File: src/rtl/change_dispenser_if.sv
// change_dispenser_if: request, pacing and status bundle between the vending controller and the coin dispenser
interface change_dispenser_if #(parameter int AMT_W = 8, parameter int CNT_W = 4);
  logic en_tick;
  logic start;
  logic restock;
  logic [AMT_W-1:0] amount;
  logic busy;
  logic done;
  logic short_err;
  logic [AMT_W-1:0] remaining;
  logic eject_q;
  logic eject_d;
  logic eject_n;
  logic [CNT_W-1:0] cnt_q;
  logic [CNT_W-1:0] cnt_d;
  logic [CNT_W-1:0] cnt_n;
  modport master (
    output en_tick, start, restock, amount,
    input  busy, done, short_err, remaining, eject_q, eject_d, eject_n, cnt_q, cnt_d, cnt_n
  );
  modport slave (
    input  en_tick, start, restock, amount,
    output busy, done, short_err, remaining, eject_q, eject_d, eject_n, cnt_q, cnt_d, cnt_n
  );
endinterface

File: src/rtl/change_dispenser.sv
// change_dispenser: greedy quarter/dime/nickel ejection paced by en_tick, with per-coin inventory and shortfall flag
module change_dispenser #(
  parameter int AMT_W    = 8,
  parameter int CNT_W    = 4,
  parameter int MAX_COIN = 7
) (
  input logic clk,
  input logic rst,
  change_dispenser_if.slave bus
);
  typedef enum logic [1:0] {IDLE, PICK, ARM, DONE} state_t;
  localparam logic [CNT_W-1:0] FULL = CNT_W'(MAX_COIN);
  state_t state_q, state_d;
  logic [AMT_W-1:0] rem_q, rem_d, val;
  logic err_q, err_d, busy_q, busy_d, done_q, done_d;
  logic [2:0] sel_q, sel_d, ej_q, ej_d;
  logic [CNT_W-1:0] cq_q, cq_d, cd_q, cd_d, cn_q, cn_d;
  // sel is one-hot {quarter, dime, nickel}; PICK guarantees rem_q >= val in ARM
  assign val = sel_q[2] ? AMT_W'(25) : sel_q[1] ? AMT_W'(10) : AMT_W'(5);
  always_comb begin
    state_d = state_q;
    rem_d   = rem_q;
    err_d   = err_q;
    sel_d   = sel_q;
    ej_d    = 3'b000;
    cq_d    = cq_q;
    cd_d    = cd_q;
    cn_d    = cn_q;
    case (state_q)
      IDLE: begin
        if (bus.restock) begin
          cq_d = FULL;
          cd_d = FULL;
          cn_d = FULL;
        end else if (bus.start) begin
          rem_d   = bus.amount;
          err_d   = 1'b0;
          state_d = PICK;
        end
      end
      PICK: begin
        sel_d   = (rem_q >= AMT_W'(25) && cq_q != '0) ? 3'b100 :
                  (rem_q >= AMT_W'(10) && cd_q != '0) ? 3'b010 :
                  (rem_q >= AMT_W'(5)  && cn_q != '0) ? 3'b001 : 3'b000;
        state_d = (sel_d != 3'b000) ? ARM : DONE;
        err_d   = (sel_d == 3'b000) ? (rem_q != '0) : err_q;
      end
      ARM: begin
        if (bus.en_tick) begin
          ej_d    = sel_q;
          rem_d   = rem_q - val;
          cq_d    = sel_q[2] ? cq_q - CNT_W'(1) : cq_q;
          cd_d    = sel_q[1] ? cd_q - CNT_W'(1) : cd_q;
          cn_d    = sel_q[0] ? cn_q - CNT_W'(1) : cn_q;
          state_d = PICK;
        end
      end
      default: state_d = IDLE;
    endcase
    busy_d = state_d != IDLE;
    done_d = state_d == DONE;
  end
  always_ff @(posedge clk) begin
    if (rst) begin
      state_q <= IDLE;
      rem_q   <= '0;
      err_q   <= 1'b0;
      sel_q   <= 3'b000;
      ej_q    <= 3'b000;
      busy_q  <= 1'b0;
      done_q  <= 1'b0;
      cq_q    <= FULL;
      cd_q    <= FULL;
      cn_q    <= FULL;
    end else begin
      state_q <= state_d;
      rem_q   <= rem_d;
      err_q   <= err_d;
      sel_q   <= sel_d;
      ej_q    <= ej_d;
      busy_q  <= busy_d;
      done_q  <= done_d;
      cq_q    <= cq_d;
      cd_q    <= cd_d;
      cn_q    <= cn_d;
    end
  end
  assign bus.busy      = busy_q;
  assign bus.done      = done_q;
  assign bus.short_err = err_q;
  assign bus.remaining = rem_q;
  assign bus.eject_q   = ej_q[2];
  assign bus.eject_d   = ej_q[1];
  assign bus.eject_n   = ej_q[0];
  assign bus.cnt_q     = cq_q;
  assign bus.cnt_d     = cd_q;
  assign bus.cnt_n     = cn_q;
endmodule

File: src/flat_wrapper.sv
// flat-port wrapper written by rule: the top's interface ports become plain ports
module change_dispenser_flat 
#(
  parameter int AMT_W    = 8,
  parameter int CNT_W    = 4,
  parameter int MAX_COIN = 7
)
  (clk, rst, bus_en_tick, bus_start, bus_restock, bus_amount, bus_busy, bus_done, bus_short_err, bus_remaining, bus_eject_q, bus_eject_d, bus_eject_n, bus_cnt_q, bus_cnt_d, bus_cnt_n);
  change_dispenser_if #(.AMT_W(AMT_W), .CNT_W(CNT_W)) bus_i ();
  input logic clk;
  input logic rst;
  input wire logic [$bits(bus_i.en_tick)-1:0] bus_en_tick;
  input wire logic [$bits(bus_i.start)-1:0] bus_start;
  input wire logic [$bits(bus_i.restock)-1:0] bus_restock;
  input wire logic [$bits(bus_i.amount)-1:0] bus_amount;
  output wire logic [$bits(bus_i.busy)-1:0] bus_busy;
  output wire logic [$bits(bus_i.done)-1:0] bus_done;
  output wire logic [$bits(bus_i.short_err)-1:0] bus_short_err;
  output wire logic [$bits(bus_i.remaining)-1:0] bus_remaining;
  output wire logic [$bits(bus_i.eject_q)-1:0] bus_eject_q;
  output wire logic [$bits(bus_i.eject_d)-1:0] bus_eject_d;
  output wire logic [$bits(bus_i.eject_n)-1:0] bus_eject_n;
  output wire logic [$bits(bus_i.cnt_q)-1:0] bus_cnt_q;
  output wire logic [$bits(bus_i.cnt_d)-1:0] bus_cnt_d;
  output wire logic [$bits(bus_i.cnt_n)-1:0] bus_cnt_n;
  assign bus_i.en_tick = bus_en_tick;
  assign bus_i.start = bus_start;
  assign bus_i.restock = bus_restock;
  assign bus_i.amount = bus_amount;
  assign bus_busy = bus_i.busy;
  assign bus_done = bus_i.done;
  assign bus_short_err = bus_i.short_err;
  assign bus_remaining = bus_i.remaining;
  assign bus_eject_q = bus_i.eject_q;
  assign bus_eject_d = bus_i.eject_d;
  assign bus_eject_n = bus_i.eject_n;
  assign bus_cnt_q = bus_i.cnt_q;
  assign bus_cnt_d = bus_i.cnt_d;
  assign bus_cnt_n = bus_i.cnt_n;
  change_dispenser #(.AMT_W(AMT_W), .CNT_W(CNT_W), .MAX_COIN(MAX_COIN)) u_core (.clk(clk), .rst(rst), .bus(bus_i));
endmodule
File: config.mk
export PLATFORM = sky130hd
export DESIGN_NAME = change_dispenser_flat
export DESIGN_NICKNAME = d
export VERILOG_FILES = /design/src/rtl/change_dispenser_if.sv /design/src/rtl/change_dispenser.sv /design/src/flat_wrapper.sv
export SDC_FILE = /design/constraint.sdc
export NUM_CORES = 1
export LEC_CHECK = 0
export BUFFER_PORTS_ARGS = -buffer_cell sky130_fd_sc_hd__buf_4
export CAP_MARGIN = 10
export CORE_ASPECT_RATIO = 1.5
export CORE_MARGIN = 3
export CORE_UTILIZATION = 48
export CTS_CLUSTER_DIAMETER = 200
export DETAILED_ROUTE_END_ITERATION = 6
export PLACE_DENSITY_LB_ADDON = 0.25
export SLEW_MARGIN = 40
export SYNTH_ARGS = -nofsm -noshare
export SYNTH_HDL_FRONTEND = slang
export SYNTH_SLANG_ARGS = --single-unit
export TNS_END_PERCENT = 30
File: constraint.sdc
create_clock -name clk -period 2 [get_ports clk]
set_input_delay 0.2 -clock clk [delete_from_list [all_inputs] [get_ports clk]]
set_output_delay 0.2 -clock clk [all_outputs]
set_load 0.02 [all_outputs]
# Yosys cells after proc, flatten, opt, wreduce, memory -nomap -nowiden
# Index checks and enable logic that the tools add are counted.
[totals]
regBits = 31
latch_bits = 0
mem_bits_rw = 0
rom_bits = 0
inputBits = 13
output_inout_bits = 26
word_cells = 77
mem_count = 0
[classes]
add_sub_neg = 4
n_mul = 0
div = 0
n_lt_le_gt_ge = 3
eq_ne = 11
shifts = 0
mux = 28
bitwise = 2
n_reduce_logical = 19
[op_table]
columns = ["operator", "count"]
rows = [
  ["$mux W4", 8],
  ["$mux W8", 4],
  ["$pmux W4 S2", 3],
  ["$reduce_and A4 Y1", 5],
  ["$pmux W8 S2", 1],
  ["$reduce_bool A4 Y1", 3],
  ["$sub A4 B1 Y4 const B", 3],
  ["$ge A8 B3 Y1 const B", 1],
  ["$ge A8 B4 Y1 const B", 1],
  ["$ge A8 B5 Y1 const B", 1],
  ["$ne A2 B1 Y1 const B", 4],
  ["$ne A2 B2 Y1 const B", 4],
  ["$reduce_bool A8 Y1", 1],
  ["$sub A8 B8 Y8", 1],
  ["$mux W2", 3],
  ["$mux W3", 2],
  ["$pmux W2 S3", 1],
  ["$reduce_bool A2 Y1", 3],
  ["$mux W1", 5],
  ["$eq A2 B2 Y1 const B", 2],
  ["$logic_and A1 B1 Y1", 3],
  ["$logic_not A3 Y1", 1],
  ["$reduce_bool A3 Y1", 1],
  ["$reduce_or A3 Y1", 1],
  ["4 further kinds", 5],
]

# Depth between registers and ports, before layout
# Gate-level depths: netlist (run 1).
[depth]
word_depth = 9
depth_mapped = 10
ltp_nobuf = 10

# Worst setup path after synthesis (run 1)
# OpenSTA, ideal clock, no wires.
[synth_timing]
kind = "flip-flop to flip-flop"
from = "reg u_core.rem_q[0], in the netlist u_core.bus.remaining[0]"
to = "reg u_core.rem_q[6], in the netlist u_core.bus.remaining[6]"
setup_ps = 134
t_arrival_ps = 1878
required_time_ps = 1866
path_slack_ps = -12
path_stages_with_launch = 10
n_path_buf = 0
synth_period_minus_slack_ps = 2012
cell_sequence = "dfxtp_1 -> inv_1 -> ha_1 -> fa_1 -> nor2b_1 -> o21a_1 -> o21ai_0 -> a32o_1 -> nand2_1 -> a21oi_1"
[synth_between]
elab_chain_cells = 3
[synth_lines]
columns = ["element", "line", "text"]
rows = [
  ["from (decl)", "change_dispenser.sv:14", "logic [AMT_W-1:0] rem_q, rem_d, val;"],
  ["from (signal assigned)", "change_dispenser.sv:77", "rem_q <= rem_d;"],
  ["$sub A8 B8 Y8", "change_dispenser.sv:51", "rem_d = rem_q - val;"],
  ["$mux W8", "change_dispenser.sv:49", "if (bus.en_tick) begin"],
  ["$pmux W8 S2", "change_dispenser.sv:29", "case (state_q)"],
]
# No other way between the ends. The select of a mux whose other input is x is not followed.
# A chain may end at the register's enable or synchronous reset.

# Final worst setup path (run 1)
[layout_timing]
from = "reg u_core.sel_q[2]"
to = "reg u_core.rem_q[7], in the netlist u_core.bus.remaining[7]"
[layout_between]
elab_chain_cells = 4
[layout_lines]
columns = ["element", "line", "text"]
rows = [
  ["from (decl)", "change_dispenser.sv:16", "logic [2:0] sel_q, sel_d, ej_q, ej_d;"],
  ["from (signal assigned)", "change_dispenser.sv:79", "sel_q <= sel_d;"],
  ["$mux W8", "change_dispenser.sv:19", "assign val = sel_q[2] ? AMT_W'(25) : sel_q[1] ? AMT_W'(10) : AMT_W'(5);"],
  ["$sub A8 B8 Y8", "change_dispenser.sv:51", ""],
  ["$mux W8", "change_dispenser.sv:49", ""],
  ["$pmux W8 S2", "change_dispenser.sv:29", ""],
]
# No other way between the ends. The select of a mux whose other input is x is not followed.

==> metrics.md, run 1 <==
| Metric | Value |
|---|---|
| Hold path depth | `3` |
| Post-Place Worst Slack | `-0.0284 ns` |
| Gpl congestion | `roughly 0.8` |
| DP Area | `just over 0.002 sq mm` |
| Synth top area share | `0.376` |
| Cell taking the most area after synthesis | `dfxtp_1` |
| Cell area after synthesis | `0.00165 sq mm` |
| Setup Viol. Count Final | `0` |
| Min Tclk post-route | `between 1.5 and 2 ns` |
| Crit start category | `register` |
| # DRC | `0` |
| CTS sink count | `31` |
| CP Class | `register to register` |
| Later-pin clock latency in the skew report | `roughly 0.28 ns` |
| Gate Count Post-Synth | `about 210` |
| First-pass GRT wire length | `~6.7 mm` |
| Routed WL per cell | `approximately 14 um` |
| Dpl hpwl | `between 3 and 4 mm` |
| CTS Buf Count | `5` |
| Routed via count | `around 1,700` |
| Slowest Stage Delay on Critical Path | `between 0.3 and 0.4 ns` |
| I/O pin total | `39` |
| Nets | `276` |
| CTS clk-pin slew, worst paths | `about 0.07 ns` |
| CTS Buffer Depth | `2` |
| Syn_area_per_cell | `between 8 and 9 sq um` |
| Crit path top cell by count | `o21a_1` |
| Cell family with most CP delay | `compound AO/OA/AOI/OAI gates` |
| Max Cap Violations | `0` |
| Worst Hold Class | `input port to register` |
| Crit end category | `register` |
| Pwr Density | `around 730 mW/mm^2` |
| First-pass iteration count of the detailed router | `4` |
| Hold Buf Count CTS | `0` |
| R2r startpoint | `u_core.sel_q[2]` |
| Chip width | `53.9 um` |
| Fraction of registers with async set/reset | `0` |
| Routed WL | `a little over 4 mm` |
| Gr ovfl total | `0` |
| Tot Pwr | `~1.6 mW` |
| ANT cells | `0` |
| Full die area | `approximately 0.0042 sq mm` |
| Vias in the first global route | `roughly 1,500` |
| Seq. cell area | `622 sq um` |
| Final Util | `0.667` |
| Finished Cell Area | `about 0.0021 sq mm` |
| Crit path max fanout | `4` |
| DRT iter0 DRCs | `55` |
| Syn_nets | `228` |
| Worst VDD drop | `about 0.0006 V` |
| Die Height | `around 78 um` |
| Required @ worst endpoint | `about 2.2 ns` |
| Fin. max-slew vios | `0` |
| Buf/Inv on CP | `0` |
| H-tree levels | `2` |
| Area delta synth->final | `30.1%` |
| FMAX | `just over 500 MHz` |
| R2R Setup Slk | `around 0.028 ns` |
| Fin cells | `294` |
| Core area | `between 0.003 and 0.004 sq mm` |
| Slew headroom | `0.670` |
| Unique cell type count in the Yosys netlist | `42` |
| Worst EP arrival | `between 2 and 2.5 ns` |
| Period utilisation layout | `0.986` |
| Synth Warn # | `0` |
| Number of placement rows | `25` |
| Number of synthesized flops with an enable pin | `0` |
| WHS Endpoint | `u_core.bus.remaining[2]` |
| Port bufs | `38` |
| Post-route ant nets | `0` |
| CTS tree | `built` |
| Via/cell ratio | `5.66` |
| R2R Path End | `u_core.bus.remaining[7]` |
| Status | `finished clean` |
| Fin. Hold Viols | `0` |
| Largest net degree at the start of global routing | `23` |
| PnR worst setup slack | `around 0.028 ns` |
| Worst Max-Slew Pin Slew | `between 0.4 and 0.5 ns` |
| Post-CTS setup repair buffer count | `0` |
| Unrepaired setup endpoints after global routing | `true` |
| Slowest CP cell | `mux2_2` |
| Layout cells sized above 1 | `0.268` |
| Starting density of the core | `0.513` |
| All-Layer GR Usage | `0.216` |
| Post-synthesis register bit count | `31` |
| Final-layout fill cell count | `a little over 300` |
| Synth top area cells | `dfxtp_1 38%, ha_1 6.1%, nor2_1 5.5%` |
| Clk_skew | `0.00830 ns` |
| Part of the Yosys area used for sequential elements | `0.376` |
| Min-delay src | `bus_amount[2]` |
| Clock root buffer | `clkbuf_8` |
| Antenna violations before repair | `0` |
| Cell Chain, Critical Path | `or2_2, ha_1, o21a_1, o21a_1, o21ai_1, mux2_2, a31oi_2` |
| Placed insts | `between 200 and 300` |
| Multi-input logic area | `roughly 980 sq um` |
| Worst R2R Path Depth | `7` |
| Cell leakage power | `0.964 nW` |
| Main synth FF type | `dfxtp_1` |
## per-layer routing
layer  wire length [um]  share of wire  up-vias  track usage
met4                120          0.029        0        0.110
met2               2110           0.51       56        0.364
met5                  0              0        -            0
li1                   -              -      821            -
met1               1650           0.40      773        0.241
met3                229          0.056       13       0.0480
## how the worst max path moves through the flow
stage / slack [ns] / end / cells after the start / startpoint
floorplan: 0.08 / u_core.bus.remaining[6] / 8 / u_core.bus.remaining[1]
global placement: 0.04 / u_core.bus.remaining[6] / 10 / u_core.sel_q[2]
detailed placement: -0.03 / u_core.bus.remaining[6] / 10 / u_core.sel_q[2]
CTS: 0.02 / u_core.bus.remaining[6] / 8 / u_core.sel_q[2]
global route: -0.08 / u_core.bus.remaining[7] / 7 / u_core.sel_q[2]
finish: 0.03 / u_core.bus.remaining[7] / 7 / u_core.sel_q[2]
## stage by stage
step	setup TNS (ns)	hold WS, ns
final	0	0.211
after detailed placement	-0.0284	0.471
after CTS	0	0.202
after global routing	-0.169	0.229
after floorplan	0	0.389
after global placement	0	0.467
## kinds of logic after synthesis
group                      synth area share
AOI/OAI and AO/OA                     0.200
adders and majority gates            0.0727
and+or+nand+nor                       0.267
buffers and inverters                0.0455
muxes                                0.0129
xor gates and xnor gates             0.0265
DFF                                   0.376
## worst min-delay path: stages
cell,delay [ns]
buf_4,0.08
a211oi_1,0.05
nor3_1,0.12
## layout by cell type, fill, tap and decap left out, types with 9 or more instances in the layout
master / Yosys / final
o21ai_0: 13 / 12
buf_4: 0 / 48
a21oi_1: 13 / 13
inv_1: 13 / 13
nor2_1: 24 / 24
nand3_1: 10 / 10
nand2_1: 15 / 14
nor3_1: 9 / 9
dfxtp_1: 31 / 30
## timing repair
item,4_1_cts,5_1_grt
setup endpoints to repair,3,7
resized for setup,2,7
pin swaps,2,0
## state kept, by name, summed over array words and instances (netlist names)
signal	flops
u_core.bus.cnt_d	4
u_core.bus.remaining	8
u_core.bus.cnt_n	4
u_core.bus.done	1
u_core.bus.cnt_q	4
u_core.bus.busy	1
u_core.sel_q	3
u_core.state_q	2
u_core.ej_q	3
u_core.bus.short_err	1
## report_power, final
| part | total (mW) | switching [mW] | leakage [nW] | internal [mW] |
|---|---|---|---|---|
| sequential | 0.680 | 0.0328 | 0.253 | 0.647 |
| clock | 0.494 | 0.224 | 0.0470 | 0.269 |
| combinational | 0.385 | 0.210 | 0.664 | 0.175 |
| total | 1.56 | 0.467 | 0.964 | 1.09 |
## cell type report
class	instances	share of cell area
clock buffer	6	0.0384
clock inverter	1	0.00233
inverter	13	0.0227
multi-input combinational	155	0.456
sequential	31	0.289
tap	40	0.0233
timing repair buffer	48	0.168
## synth_stat cells, types with 2 or more instances
cell,count
o21ai_1,2
nand2b_1,7
nor3_1,9
xor2_1,3
or4_1,3
o311ai_0,2
a211oi_1,6
ha_1,8
inv_1,13
or2_2,2
or3_1,2
a22oi_1,2
nor2b_1,6
nor2_1,24
nand3_1,10
xnor2_1,2
and3_1,3
nand2_1,15
and2_1,3
dfxtp_1,31
o21a_1,3
a21oi_1,13
o21ai_0,13
clkbuf_1,6
Power figures use the tool's default switching activity.
==> inputs of run 2 (changes only) <==
- CORE_UTILIZATION: 48 -> 55
- clock period: 2 -> 2.5 ns (I/O delays scaled with it)
==> run 2 against run 1 <==
Non-clock buffer count fell by 8. Power fell by 14%. Clock skew fell by 0.0038 ns. Register-to-register slack improved by 0.40 ns. Sequential cell count did not move. Final cell count fell by 3.4%. Clock power rose by 4.9%. Critical path depth rose by 3. Die area fell by 12%. Count of clock-buffer cells in the layout did not move. Via count fell by 3.4%. Largest power group unchanged.
==> metrics.md, run 2 (synthesis gave the netlist of run 1 again) <==
| Metric | Value |
|---|---|
| Unrepaired setup endpoints after global routing | `false (was true)` |
| First-pass GRT wire length | `6.69 mm (was 6.70 mm)` |
| Crit end category | `register (unchanged)` |
| Largest net degree at the start of global routing | `23 (unchanged)` |
| Setup Viol. Count Final | `0 (unchanged)` |
| Post-route setup TNS | `0 ns (unchanged)` |
| Crit path top cell by count | `nand2_1 (was o21a_1)` |
| Clk_skew | `0.00455 ns (was 0.00830 ns)` |
| Full die area | `0.00371 sq mm (was 0.00420 sq mm)` |
| Gpl congestion | `0.819 (was 0.788)` |
| Die Height | `73.1 um (was 77.8 um)` |
| CTS sink count | `31 (unchanged)` |
| CTS Buffer Depth | `2 (unchanged)` |
| Worst R2R Path Depth | `10 (was 7)` |
| Routed WL per cell | `14.5 um (was 14.0 um)` |
| Via/cell ratio | `5.65 (was 5.66)` |
| Dpl hpwl | `2.97 mm (was 3.07 mm)` |
| All-Layer GR Usage | `0.239 (was 0.216)` |
| Worst VDD drop | `0.000635 V (was 0.000600 V)` |
| FMAX | `484 MHz (was 507 MHz)` |
| Post-CTS setup repair buffer count | `0 (unchanged)` |
| Nets | `268 (was 276)` |
| Port bufs | `38 (unchanged)` |
| # DRC | `0 (unchanged)` |
| Chip width | `50.7 um (was 53.9 um)` |
| ANT cells | `0 (unchanged)` |
| Fin. max-slew vios | `0 (unchanged)` |
| Worst Max-Slew Pin Slew | `0.532 ns (was 0.494 ns)` |
| CP Class | `register to register (unchanged)` |
| CTS Buf Count | `5 (unchanged)` |
| Number of placement rows | `23 (was 25)` |
| Worst EP arrival | `2.24 ns (was 2.18 ns)` |
| Vias in the first global route | `1,535 (was 1,510)` |
| DRT iter0 DRCs | `46 (was 55)` |
| Pwr Density | `642 mW/mm^2 (was 725 mW/mm^2)` |
| Period utilisation layout | `0.827 (was 0.986)` |
| Cell leakage power | `0.936 nW (was 0.964 nW)` |
| I/O pin total | `39 (unchanged)` |
| Min Tclk post-route | `2.07 ns (was 1.97 ns)` |
| Clock root buffer | `clkbuf_8 (unchanged)` |
| H-tree levels | `2 (unchanged)` |
| Routed via count | `1,606 (was 1,663)` |
| Slowest CP cell | `fa_1 (was mux2_2)` |
| Later-pin clock latency in the skew report | `0.29 ns (was 0.28 ns)` |
| Core area | `0.00276 sq mm (was 0.00322 sq mm)` |
| Fin. Hold Viols | `0 (unchanged)` |
| Hold path depth | `3 (unchanged)` |
| CTS clk-pin slew, worst paths | `0.07 ns (about the same)` |
| First-pass iteration count of the detailed router | `4 (unchanged)` |
| Hold Buf Count CTS | `0 (unchanged)` |
| Final Util | `0.756 (was 0.667)` |
| Layout cells sized above 1 | `0.219 (was 0.268)` |
| CTS tree | `built (unchanged)` |
| Most common cell after layout, fill and taps aside | `buf_4 (unchanged)` |
| Starting density of the core | `0.598 (was 0.513)` |
| Required @ worst endpoint | `2.67 ns (was 2.21 ns)` |
| Max reg flops | `8 (unchanged)` |
| Max Cap Violations | `0 (unchanged)` |
| Slew headroom | `0.646 (was 0.670)` |
| Crit path max fanout | `4 (unchanged)` |
| Most frequent cells in the layout | `40 x buf_4, 31 x dfxtp_1, 24 x nor2_1, 15 x nand2_1 (was 48 x buf_4, 30 x dfxtp_1, 24 x nor2_1, 14 x nand2_1)` |
| Routed WL | `4.12 mm (was 4.10 mm)` |
| Gr ovfl total | `0 (unchanged)` |
| Crit start category | `register (unchanged)` |
| Slowest Stage Delay on Critical Path | `0.38 ns (was 0.35 ns)` |
| Status | `finished clean (unchanged)` |
| Antenna violations before repair | `0 (unchanged)` |
| Post-route ant nets | `0 (unchanged)` |
| # resized after CTS | `0 (was 2)` |
| Cell Chain, Critical Path | `inv_1, nand2_1, ha_1, fa_1, nor2b_1, o21a_1, o21ai_0, a32o_1, nand2_1, a21oi_1 (was or2_2, ha_1, o21a_1, o21a_1, o21ai_1, mux2_2, a31oi_2)` |
| Worst Hold Class | `input port to register (unchanged)` |
| Area delta synth->final | `26.5% (was 30.1%)` |
-- run 2: changes by cell type in the layout (fill, tap and decap cells not counted), sizes merged --
cell / before / now
bufinv: 0 / 1
buf: 48 / 40
-- run 2: metrics by stage --
stage               cells  hold slack [ns]  power [mW]  setup slack [ns]  area [sq um]
floorplan             206            0.439       0.740             0.488          1650
global route          284            0.262        1.40             0.281          2090
finish                284            0.245        1.34             0.433          2090
detailed placement    276            0.462       0.831             0.452          1970
CTS                   284            0.244        1.35             0.437          2090
global placement      276            0.457       0.824             0.510          1970
-- run 2: layout make-up --
| cell class | instances | area, sq um |
|---|---|---|
| Clock buffer | 6 | 82.6 |
| Clock inverter | 2 | 35.0 |
| Fill cell | 232 | 673 |
| Inverter | 13 | 48.8 |
| Multi-Input combinational cell | 155 | 956 |
| Sequential cell | 31 | 621 |
| Tap cell | 37 | 46.3 |
| Timing Repair Buffer | 40 | 300 |
-- run 2: routing by layer --
layer,track usage,up-vias,part of all wire
met3,0.0450,10,0.046
li1,-,803,-
met4,0.132,0,0.026
met2,0.445,53,0.52
met5,0,-,0
met1,0.246,740,0.41
-- run 2: power by group --
part	internal (mW)	switching [mW]
clock network	0.322	0.195
registers	0.517	0.0328
logic	0.120	0.153
-- run 2: path summary, 6_finish.rpt --
kind                        start                 endpoint  slack, ns
setup / recovery  u_core.sel_q[2]  u_core.bus.remaining[6]       0.43
hold / removal      bus_amount[2]  u_core.bus.remaining[2]       0.25
setup reg to reg  u_core.sel_q[2]  u_core.bus.remaining[6]       0.43
hold reg to reg   u_core.sel_q[0]          u_core.sel_q[0]       0.47
-- run 2: critical path, delay by kind of cell, from the launching register on --
family,cells,cell delay (ns)
AOI/OAI and AO/OA,4,0.59
adders and majority gates,2,0.60
buffers and inverters,1,0.09
DFF,1,0.33
and+or+nand+nor,3,0.33
